$ cat config.mk
export PLATFORM = sky130hd
export DESIGN_NAME = mem_tester
export DESIGN_NICKNAME = d
export VERILOG_FILES = /design/src/rtl/mem_tester_pkg.sv /design/src/rtl/mem_tester_pat_gen.sv /design/src/rtl/mem_tester.sv
export SDC_FILE = /design/constraint.sdc
export NUM_CORES = 1
export LEC_CHECK = 0
export ABC_AREA = 1
export CORE_AREA = 2 2 333 335
export CTS_BUF_LIST = sky130_fd_sc_hd__clkbuf_4
export CTS_CLUSTER_DIAMETER = 30
export DETAILED_ROUTE_END_ITERATION = 8
export DIE_AREA = 0 0 335 337
export GPL_TIMING_DRIVEN = 1
export PLACE_DENSITY = 0.43
export SYNTH_ARGS = -nofsm -noshare
export SYNTH_HDL_FRONTEND = slang
export SYNTH_SLANG_ARGS = --single-unit
$ cat constraint.sdc
create_clock -name clock -period 5.97 [get_ports clock]
set_clock_uncertainty 0.2 [all_clocks]
set_input_delay 0.597 -clock clock [delete_from_list [all_inputs] [get_ports clock]]
set_output_delay 0.597 -clock clock [all_outputs]
set_load 0.02 [all_outputs]
$ cat src/rtl/mem_tester_pkg.sv
// Shared types and helpers for the mem_tester block.
package mem_tester_pkg;

  typedef enum logic [2:0] {
    ST_IDLE,
    ST_WRITE,
    ST_READ,
    ST_DRAIN,
    ST_DONE
  } state_t;

  localparam int PAT_WORD_W = 32;

  // One 32-bit pattern word: seed plus zero-extended address, optionally inverted.
  function automatic logic [PAT_WORD_W-1:0] pat_word(input logic [PAT_WORD_W-1:0] seed,
                                                     input logic [PAT_WORD_W-1:0] addr,
                                                     input logic              inv);
    logic [PAT_WORD_W-1:0] w;
    w = seed + addr;
    return inv ? ~w : w;
  endfunction

endpackage

$ cat src/rtl/mem_tester_pat_gen.sv
// Combinational pattern generator: replicates pat_word across the data width.
// One instance feeds both the write-data path and the expected-data path.
module mem_tester_pat_gen
  import mem_tester_pkg::*;
#(
  parameter int WIDTH_SIZE      = 256,
  parameter int NUM_WORDS_WIDTH = 8
) (
  input  logic [PAT_WORD_W-1:0]      seed,
  input  logic [NUM_WORDS_WIDTH-1:0] addr,
  input  logic                       inv,
  output logic [WIDTH_SIZE-1:0]      pat
);

  logic [PAT_WORD_W-1:0] addr_ext;
  logic [PAT_WORD_W-1:0] word;

  assign addr_ext = PAT_WORD_W'(addr);
  assign word     = pat_word(seed, addr_ext, inv);
  assign pat      = {(WIDTH_SIZE / PAT_WORD_W){word}};

endmodule

$ cat src/rtl/mem_tester.sv
// Write/read-back test engine for the dual-port RAM wrapper `mem`.
// Optional feature: define MEM_TESTER_INV_PASS_EN to add a second pass
// using the inverted pattern before DONE.
module mem_tester
  import mem_tester_pkg::*;
#(
  parameter int WIDTH_SIZE      = 256,
  parameter int NUM_WORDS_WIDTH = 8
) (
  input  logic                       clock,
  input  logic                       aclr,
  input  logic                       start,
  input  logic [31:0]                seed,
  output logic                       busy,
  output logic                       done,
  output logic                       err_flag,
  output logic [NUM_WORDS_WIDTH+1:0] err_cnt,
  output logic [NUM_WORDS_WIDTH-1:0] first_err_addr,
  output logic [NUM_WORDS_WIDTH-1:0] address_a,
  output logic [WIDTH_SIZE-1:0]      data_a,
  output logic                       wren_a,
  output logic                       rden_a,
  output logic [NUM_WORDS_WIDTH-1:0] address_b,
  output logic [WIDTH_SIZE-1:0]      data_b,
  output logic                       wren_b,
  output logic                       rden_b,
  input  logic [WIDTH_SIZE-1:0]      q_b
);

  localparam logic [NUM_WORDS_WIDTH-1:0] LAST = '1;

  state_t                     state, state_nxt;
  logic [NUM_WORDS_WIDTH-1:0] cnt, cnt_nxt;
  logic [31:0]                seed_l;
  logic                       load;
  logic                       inv;
  logic [WIDTH_SIZE-1:0]      pat;

  // one-stage compare pipe: expected data and address of the read in flight
  logic                       cmp_vld;
  logic [WIDTH_SIZE-1:0]      cmp_exp;
  logic [NUM_WORDS_WIDTH-1:0] cmp_addr;
  logic                       mism;

`ifdef MEM_TESTER_INV_PASS_EN
  logic pass, pass_nxt;
  assign inv = pass;
`else
  assign inv = 1'b0;
`endif

  mem_tester_pat_gen #(
    .WIDTH_SIZE      (WIDTH_SIZE),
    .NUM_WORDS_WIDTH (NUM_WORDS_WIDTH)
  ) u_pat (
    .seed (seed_l),
    .addr (cnt),
    .inv  (inv),
    .pat  (pat)
  );

  assign mism = cmp_vld && (q_b != cmp_exp);

  // next-state and sequencing
  always_comb begin
    state_nxt = state;
    cnt_nxt   = cnt;
    load      = 1'b0;
`ifdef MEM_TESTER_INV_PASS_EN
    pass_nxt  = pass;
`endif
    case (state)
      ST_IDLE: if (start) begin
        state_nxt = ST_WRITE;
        cnt_nxt   = '0;
        load      = 1'b1;
`ifdef MEM_TESTER_INV_PASS_EN
        pass_nxt  = 1'b0;
`endif
      end
      // counter wraps to 0 naturally on the last word
      ST_WRITE: begin
        cnt_nxt = cnt + 1'b1;
        if (cnt == LAST) state_nxt = ST_READ;
      end
      ST_READ: begin
        cnt_nxt = cnt + 1'b1;
        if (cnt == LAST) state_nxt = ST_DRAIN;
      end
      ST_DRAIN: begin
`ifdef MEM_TESTER_INV_PASS_EN
        if (!pass) begin
          state_nxt = ST_WRITE;
          pass_nxt  = 1'b1;
        end else begin
          state_nxt = ST_DONE;
        end
`else
        state_nxt = ST_DONE;
`endif
      end
      ST_DONE: state_nxt = ST_IDLE;
      default: state_nxt = ST_IDLE;
    endcase
  end

  // RAM port drive decoded from the current state
  always_comb begin
    wren_a    = (state == ST_WRITE);
    rden_b    = (state == ST_READ);
    address_a = wren_a ? cnt : '0;
    data_a    = wren_a ? pat : '0;
    address_b = rden_b ? cnt : '0;
    busy      = (state == ST_WRITE) || (state == ST_READ) || (state == ST_DRAIN);
    done      = (state == ST_DONE);
    rden_a    = 1'b0;
    wren_b    = 1'b0;
    data_b    = '0;
  end

  // state, counter, seed, compare pipe and result registers
  always_ff @(posedge clock or posedge aclr) begin
    if (aclr) begin
      state          <= ST_IDLE;
      cnt            <= '0;
      seed_l         <= '0;
      cmp_vld        <= 1'b0;
      cmp_exp        <= '0;
      cmp_addr       <= '0;
      err_cnt        <= '0;
      err_flag       <= 1'b0;
      first_err_addr <= '0;
`ifdef MEM_TESTER_INV_PASS_EN
      pass           <= 1'b0;
`endif
    end else begin
      state    <= state_nxt;
      cnt      <= cnt_nxt;
      cmp_vld  <= (state == ST_READ);
      cmp_exp  <= pat;
      cmp_addr <= cnt;
`ifdef MEM_TESTER_INV_PASS_EN
      pass     <= pass_nxt;
`endif
      if (load) begin
        seed_l         <= seed;
        err_cnt        <= '0;
        err_flag       <= 1'b0;
        first_err_addr <= '0;
      end else if (mism) begin
        err_cnt <= err_cnt + 1'b1;
        if (!err_flag) begin
          err_flag       <= 1'b1;
          first_err_addr <= cmp_addr;
        end
      end
    end
  end

endmodule

==> flow_summary.toml <==
[setup_path]
cp-end-kind = "output pin"
critPathLaunchType = "flip-flop"
required_ns = 5.17
crit_path_start = "cnt[2]"
timing.rr.start = "cmp_exp[230]"
cp_max_fo = 8
crit_arrival_ns = 4.25
worstSetupPathType = "reg2out"

[power]
p_seq_share_pct = 22.2
switchingPower_mw = 4.30
p_sw_share_pct = 57.7
p_per_area_nw_per_um2 = 415
ir_worst_vdd_uv = 180
p_leak_nw = 8.70
internal_power_mw = 3.15
pwr-share-clk_pct = 5.7
power_frac_comb_pct = 72.2

[placed_design]
dp_slack_ns = 1.35
port_buffers = 585
place_congestion = 0.866
dp_hpwl_mm = 56.5

[synth]
yosys.area.top_type = "buf_4"
synth_area_um2 = 13000
synth_top_area_share_pct = 29.2
ys_seq_area_share_pct = 19.9
synth_area_per_cell_um2 = 6.13
synth-seq-cells = 103
postSynthCellCount = 2118
synthTopCellsByArea = "buf_4, nand2_1, dfrtp_1"
netlist-cell-type-count = 41
ys.warnings.count = 0

[finish]
finalNetCount = 2761
drive_gt1_share_pct = 3.17
fillerInstances = 12700
area_growth_pct = 38.2

[drt]
via_per_inst = 3.09
drt_iter0_drc = 514
finalWirelength_mm = 64.6
wl_per_cell_um = 16.6
first_pass_iters = 5
route.detailed.drc = 0
antenna_left = 0
num_vias = 12000

[clock_network]
cts_root_buf = "clkbuf_4"
hold_buffers = 0
cts.sinks = 103
clockBufferDepth = 2
cts_tree = "done"
clk_pin_slew_ns = 0.20
cts_buffers = 9
htree_levels = 3
clock_latency_ns = 0.57
post_cts_buffers = 0
ctsResizeCount = 0

[die]
die-area_um2 = 113000
core_area_um2 = 110000
die_h_um = 337
ios = 844
initial_utilization_pct = 11.8
fp.dieW_um = 335
rows = 122

[sta]
layout_setup_ws_ns = 0.925
max_freq_mhz = 198
max_slew.worst_pin.slew_ns = 1.08
layout_worst_path_cycle_share_pct = 84.5
rsz0062_at_grt = "false"
setup-tns-final_ns = 0
hold_viol = 0
finalCriticalPeriod_ns = 5.04
setup_viol = 0
slew_viol_final = 0
slew_headroom_pct = 27.3

[global_routing]
grt_usage_pct = 10.8
grt.overflow.total = 0
grt_max_degree = 52
grt_antenna_before_repair = 14
grt_pass1_wl_mm = 85.1
grt_pass1_vias = 11200

[worst_hold_path]
hp-class = "in2async"

[flow_run]
maxCapViolCount = 0

[outcome]
status = "finished clean"
logic make-up after synthesis:
group | Yosys count | synth area share, %
AOI/OAI and AO/OA | 77 | 3.36
and+or+nand+nor | 1038 | 31.5
buffers and inverters | 794 | 37.8
adders and majority gates | 11 | 1.12
DFF | 103 | 19.9
xor gates and xnor gates | 94 | 6.34
other | 1 | 0.0289
flip-flops by register name, summed over array words and instances (netlist names):
signal,cells
seed_l,32
cnt,8
cmp_exp,32
err_cnt,10
cmp_vld,1
first_err_addr,8
cmp_addr,8
err_flag,1
state,3
cell usage after synthesis:
master,instances
a21boi_0,1
a21boi_2,1
a21oi_1,25
a22oi_1,1
and2_1,2
and3_1,1
buf_1,2
buf_2,2
buf_4,504
buf_6,4
clkbuf_1,12
clkinv_1,1
conb_1,1
dfrtp_1,103
fa_1,1
ha_1,10
inv_1,242
inv_2,26
inv_4,1
nand2_1,708
nand2_2,2
nand2_4,3
nand3_1,34
nand3_4,1
nand3b_1,1
nand4_1,9
nor2_1,240
nor2_2,2
nor2_4,1
nor3_1,23
nor4_1,3
o211ai_2,1
o21ai_0,36
o21ai_1,2
o21ai_2,8
o22ai_1,2
or2_1,4
or2_2,3
or4_1,1
xnor2_1,4
xor2_1,90
critical path, cell delays in order (launching register included):
cell,delay (ns)
dfrtp_1,0.47
ha_1,0.35
nand3_1,0.08
nand2_1,0.11
a21oi_1,0.13
o21ai_2,0.26
a21boi_2,0.14
nor2_1,0.36
nand2_1,0.12
xor2_1,0.18
nor2_1,0.69
clkdlybuf4s50_1,0.81
layer usage:
layer  part of all wire [%]  up-vias  GRT usage [%]
met5                  0.020        -              0
met4                    2.0        2           2.96
met3                    5.3       42           1.78
met2                     47      421           18.0
met1                     46     5361           14.2
li1                       -     6202              -
final cells by class:
type	count	area [um^2]	area share [%]
multi-input combinational	1478	6460	36.0
timing repair buffer	597	5950	33.1
clock buffer	9	67.6	0.377
clock inverter	6	70.1	0.391
inverter	270	1020	5.68
sequential	103	2580	14.4
tap	1426	1780	9.94
antenna	5	12.5	0.0697
power by group through the flow:
stage          combinational, mW  clock (mW)  sequential [mW]
2_1_floorplan               3.99           0             1.20
3_3_place_gp                5.49           0             1.70
3_5_place_dp                5.48           0             1.69
4_1_cts                     5.51       0.453             1.68
5_1_grt                     5.87       0.468             1.72
6_report                    5.37       0.422             1.65
path summary, 6_finish.rpt:
kind,end,slack [ns],depth (start not counted)
max reg2reg,first_err_addr[0],2.63,15
max in group asynchronous,cmp_exp[244],4.44,3
max,data_a[19],0.93,11
min in group clock,cmp_addr[7],0.24,0
min,err_cnt[7],0.15,2
min reg2reg,cmp_addr[7],0.24,0
cell usage in the layout (no fill, tap or decap), types with 3 or more instances in the layout:
cell | synthesis | final
clkdlybuf4s50_1 | 0 | 585
nand4_1 | 9 | 9
nor3_1 | 23 | 23
or2_2 | 3 | 3
diode_2 | 0 | 5
a21oi_1 | 25 | 25
o21ai_2 | 8 | 8
ha_1 | 10 | 10
inv_1 | 242 | 240
nand2_1 | 708 | 708
nor2_1 | 240 | 239
nand2_4 | 3 | 3
nand3_1 | 34 | 34
xnor2_1 | 4 | 4
o21ai_1 | 2 | 3
clkbuf_4 | 0 | 9
buf_4 | 504 | 12
xor2_1 | 90 | 90
dfrtp_1 | 103 | 103
nor4_1 | 3 | 3
conb_1 | 1 | 258
o21ai_0 | 36 | 35
or2_1 | 4 | 4
inv_2 | 26 | 27
stage by stage:
stage / cells / instance area [um^2] / util, % / hold WS [ns] / power (mW)
after floorplan: 2375 / 13900 / - / 0.180 / 5.19
after global placement: 3874 / 17800 / 16.2 / 0.190 / 7.19
after detailed placement: 3874 / 17800 / 16.2 / 0.200 / 7.18
after CTS: 3889 / 17900 / 16.4 / 0.0893 / 7.64
after global routing: 3891 / 17900 / 16.4 / 0.132 / 8.06
final: 3894 / 17900 / 16.4 / 0.147 / 7.45
(Power assumes the default switching activity.)
